### src/rtl/button_debounce.sv
// Push-button conditioner: two-flop synchronizer, press/release debounce FSM,
// long-press detection and a press-toggled level. All outputs are registered.
module button_debounce #(
    parameter int unsigned FREQ        = 100000000,
    parameter int unsigned DEBOUNCE_MS = 20,
    parameter int unsigned LONG_MS     = 1000
) (
    input  logic clk,
    input  logic rst,
    input  logic btn_in,
    output logic btn_level,
    output logic press_pulse,
    output logic release_pulse,
    output logic long_pulse,
    output logic toggle
);

    localparam int unsigned DB_CYC   = FREQ / 1000 * DEBOUNCE_MS;
    localparam int unsigned LONG_CYC = FREQ / 1000 * LONG_MS;
    localparam int unsigned CW       = $clog2(LONG_CYC + 1);

    localparam logic [CW-1:0] DB_MAX    = CW'(DB_CYC);
    localparam logic [CW-1:0] LONG_LAST = CW'(LONG_CYC - 1);

    typedef enum logic [1:0] {StIdle, StPressDb, StHeld, StReleaseDb} state_t;

    state_t        state;
    logic [CW-1:0] cnt;
    logic [CW-1:0] hold;
    logic          long_done;
    logic          sync_meta;
    logic          s;

    // Two-flop synchronizer; nothing else looks at btn_in.
    always_ff @(posedge clk or posedge rst) begin
        if (rst) begin
            sync_meta <= 1'b0;
            s         <= 1'b0;
        end else begin
            sync_meta <= btn_in;
            s         <= sync_meta;
        end
    end

    // Debounce FSM: a level change needs the new value held for DB_CYC+1 samples of s.
    always_ff @(posedge clk or posedge rst) begin
        if (rst) begin
            state         <= StIdle;
            cnt           <= '0;
            btn_level     <= 1'b0;
            press_pulse   <= 1'b0;
            release_pulse <= 1'b0;
            toggle        <= 1'b0;
        end else begin
            press_pulse   <= 1'b0;
            release_pulse <= 1'b0;
            unique case (state)
                StIdle: begin
                    if (s) begin
                        state <= StPressDb;
                        cnt   <= CW'(1);
                    end
                end
                StPressDb: begin
                    if (!s) begin
                        // Bounce: drop back silently and restart the window.
                        state <= StIdle;
                        cnt   <= '0;
                    end else if (cnt == DB_MAX) begin
                        state       <= StHeld;
                        btn_level   <= 1'b1;
                        press_pulse <= 1'b1;
                        toggle      <= ~toggle;
                        cnt         <= '0;
                    end else begin
                        cnt <= cnt + 1'b1;
                    end
                end
                StHeld: begin
                    if (!s) begin
                        state <= StReleaseDb;
                        cnt   <= CW'(1);
                    end
                end
                StReleaseDb: begin
                    if (s) begin
                        state <= StHeld;
                        cnt   <= '0;
                    end else if (cnt == DB_MAX) begin
                        state         <= StIdle;
                        btn_level     <= 1'b0;
                        release_pulse <= 1'b1;
                        cnt           <= '0;
                    end else begin
                        cnt <= cnt + 1'b1;
                    end
                end
                default: begin
                    state <= StIdle;
                    cnt   <= '0;
                end
            endcase
        end
    end

    // Long-press timer: runs while the debounced level is high (release window
    // included) and fires once; it is cleared once the level has dropped.
    always_ff @(posedge clk or posedge rst) begin
        if (rst) begin
            hold       <= '0;
            long_done  <= 1'b0;
            long_pulse <= 1'b0;
        end else begin
            long_pulse <= 1'b0;
            if (!btn_level) begin
                hold      <= '0;
                long_done <= 1'b0;
            end else if (!long_done) begin
                if (hold == LONG_LAST) begin
                    long_pulse <= 1'b1;
                    long_done  <= 1'b1;
                end
                hold <= hold + 1'b1;
            end
        end
    end

endmodule
### config.mk
export PLATFORM = sky130hd
export DESIGN_NAME = button_debounce
export DESIGN_NICKNAME = d
export VERILOG_FILES = /design/src/rtl/button_debounce.sv
export SDC_FILE = /design/constraint.sdc
export NUM_CORES = 1
export LEC_CHECK = 0
export ABC_AREA = 1
export BUFFER_PORTS_ARGS = -buffer_cell sky130_fd_sc_hd__buf_2
export CORE_MARGIN = 4
export CORE_UTILIZATION = 50
export CTS_CLUSTER_SIZE = 24
export DETAILED_ROUTE_END_ITERATION = 8
export PLACE_DENSITY = 0.66
export SYNTH_ARGS = -nofsm -noshare
export SYNTH_HDL_FRONTEND = slang
export SYNTH_SLANG_ARGS = --single-unit
### constraint.sdc
create_clock -name clk -period 3.3 [get_ports clk]
set_input_delay 0.33 -clock clk [delete_from_list [all_inputs] [get_ports clk]]
set_output_delay 0.33 -clock clk [all_outputs]
set_load 0.05 [all_outputs]
==> impl_metrics.tcl <==
set metrics [dict create \
    result_of_the_run "finished clean" \
    setup_clock_skew_after_layout_ns 0.00983 \
    drt_pass1_iterations 4 \
    max_slew_margin_pct 40.4 \
    netlist.area_leader.share_pct 41.7 \
    detail_route.drc_violations 0 \
    cts_num_sinks 64 \
    final_period_minus_worst_setup_slack_ns 2.11 \
    critPathMostFrequentCell "nor2_2" \
    drive_above_1_share_pct 9.45 \
    num-nets-final 552 \
    p_leak_nw 1.79 \
    sequentialPowerShare_pct 48.6 \
    critical_path_required_ns 3.56 \
    hold_slack_ns 0.0929 \
    timing.critical_path.arrival_ns 2.36 \
    post_synth_num_cell_types 36 \
    dp_hpwl_microns 6510 \
    path_max_fanout 20 \
    timing.critical_path.slowest_stage_cell "nor2_2" \
    slack_of_the_worst_reg_to_reg_path_ns 1.19 \
    synth_seq_cells 64 \
    initial_antenna_violation_count 0 \
    drtIter0Drc 123 \
    crit_type "flop to flop" \
    floorplan.die.height_microns 95.7 \
    antennaDiodeCount 0 \
    maxCapViolCount 0 \
    synth.yosys.seq_area_share_pct 41.7 \
    finalSetupTns_ns 0 \
    cts_buffer_depth 2 \
    initial_core_util_pct 52.1 \
    grt_first_pass_wirelength_microns 15600 \
    cts_tree "built" \
    top_level_i_o_count 8 \
    combinationalPowerShare_pct 16.2 \
    wl_per_cell_microns 13.9 \
    finalCritPeriodShare_pct 63.8 \
    clkSlewWorstSetupHoldPaths_ns 0.07 \
    final_max_slew_viol_count 0 \
    unrepaired_setup_endpoints_after_global_routing "false" \
    timing.hold.worst.class "primary input to flop" \
    most_frequent_standard_cell_in_the_layout_excluding_fill_and_tap_cells "nand2_1" \
    power_density_cells_nw_per_um2 418 \
    crit_buf_inv 2 \
    power.internal_mw 1.19 \
    synthesis.area_per_instance_sq_um 7.18 \
    gp_congestion 0.872 \
    most-common-layout-cells "126 x nand2_1, 70 x nor2_1, 68 x inv_1" \
    cts_root_buffer "clkbuf_8" \
    die_x_microns 95.7 \
    final_setup_violations 0 \
    power.share.switching_pct 31.1 \
    synth.yosys.warnings 0 \
    total_routed_length_microns 8990 \
    clk-insertion-delay-late_ns 0.35 \
    timing_worst_slew_pin_value_ns 0.892 \
    grt_use_total_pct 21.9 \
    first_global_vias 3353 \
    vdd_drop_max_uv 257 \
    core.rowCount 31 \
    cts.htree.levels 3 \
    avgViaCountPerCell 5.34 \
    critical_path.startpoint_type "flop" \
    area_growth_syn_to_layout_pct 7.39 \
    die-area_sq_um 9150 \
    synth_area_sq_um 3840 \
    synth.top_cells.by_area "dfrtp_1 42%, nand2_1 12%, nor2_1 6.8%" \
    cts_setup_buffers 0 \
    fmax_mhz 475 \
    synthDominantAreaCellType "dfrtp_1" \
    syn_nets 541 \
    cts_repair_resize_count 0 \
    multi_input_area_sq_um 1890 \
    path_cells "inv_1, ha_1, nand3_1, nor2_1, nand2_1, nor2_2, nor2_2, inv_2, o22ai_1" \
    cts_inserted_buffers 9 \
    clkPwrFrac_pct 35.2 \
    grt_max_degree 47 \
    port-buffer-count 7 \
    timing.critical_path.to_type "flop" \
    core_region_area_sq_um 7370 \
    final.fill_count 717 \
    netSwitchingPower_uw 537 \
    syn-instance-count 535 \
    route.vias.total 3466 \
    grt-ovfl-total 0 \
    ant_nets 0 \
    hold_viol 0 \
    seq_area_sq_um 1600 \
    worst_path_dominant_cell_family "simple AND/OR/NAND/NOR gates" \
    cpPeakStageDelay_ns 0.67 \
]
[flip-flops by register name (all words and copies together) (netlist names), named ones only]
name           count
press_pulse        1
toggle             1
state              1
btn_level          1
hold              27
sync_meta          1
long_done          1
long_pulse         1
cnt               27
s                  1
release_pulse      1
[cells in the mapped netlist, drive strengths merged]
| library cell | n |
|---|---|
| nand2 | 131 |
| nor2 | 79 |
| inv | 73 |
| dfrtp | 64 |
| nand3 | 52 |
| o21ai | 30 |
| a21oi | 21 |
| nand4 | 20 |
| nor3 | 19 |
| buf | 9 |
| o22ai | 7 |
| xor2 | 7 |
| nor4 | 6 |
| a31oi | 3 |
| ha | 3 |
| clkbuf | 2 |
| or2 | 2 |
| and2 | 1 |
| and3 | 1 |
| nand3b | 1 |
| nor3b | 1 |
| o211ai | 1 |
| o21bai | 1 |
| xnor2 | 1 |
[path summary, 6_finish.rpt]
check                               start   endpoint  cells after the start
worst max-delay path               cnt[0]    cnt[11]                      9
worst min-delay path               btn_in  sync_meta                      1
worst max register to register     cnt[0]    cnt[11]                      9
worst min register to register  sync_meta          s                      0
max in group asynchronous             rst     cnt[1]                      4
min in group asynchronous             rst   hold[18]                      3
[per-layer routing]
metal	track usage, %	routed length, microns	up-vias
li1	-	-	1764
met1	27.4	4000	1622
met2	36.7	4490	55
met3	3.08	222	25
met4	11.6	276	0
met5	0	0	-
[through the flow]
| stage | cell area [sq um] | setup slack [ns] | cells | total power [mW] | util [%] |
|---|---|---|---|---|---|
| global placement | 3940 | 1.30 | 633 | 1.12 | 53.5 |
| finish | 4130 | 1.19 | 649 | 1.73 | 56.0 |
| floorplan | 3840 | 1.37 | 535 | 1.06 | - |
| detailed placement | 3940 | 1.20 | 633 | 1.13 | 53.5 |
| global route | 4130 | 0.992 | 649 | 1.81 | 56.0 |
| CTS | 4130 | 1.19 | 649 | 1.74 | 56.0 |
[power groups by stage]
| stage | registers [mW] | clock network, mW | logic [mW] |
|---|---|---|---|
| floorplan | 0.846 | 0 | 0.216 |
| global placement | 0.851 | 0 | 0.273 |
| detailed placement | 0.852 | 0 | 0.281 |
| CTS | 0.838 | 0.626 | 0.280 |
| global route | 0.841 | 0.656 | 0.313 |
| finish | 0.839 | 0.607 | 0.280 |
[layout make-up]
class,instances,area share (%)
clock buffers,12,3.76
clock inverters,3,0.425
inverters,73,6.64
multi-input cells,387,45.7
flip-flops and latches,64,38.8
well taps,99,3.00
repair buffers,11,1.64
[logic make-up after synthesis]
logic type      Yosys count  synth area share, %
simple gates            313                 37.6
buf+inv                  84                 9.22
flops                    64                 41.7
compound gates           63                 8.66
xor+xnor                  8                 1.82
fa+ha+maj                 3                0.977
[what timing repair did]
item	4_1_cts	5_1_grt
endpoints found under the setup margin	0	0
hold buffers	1	0
endpoints found under the hold margin	18	0
Note: power is estimated with default switching activity, not from simulation.
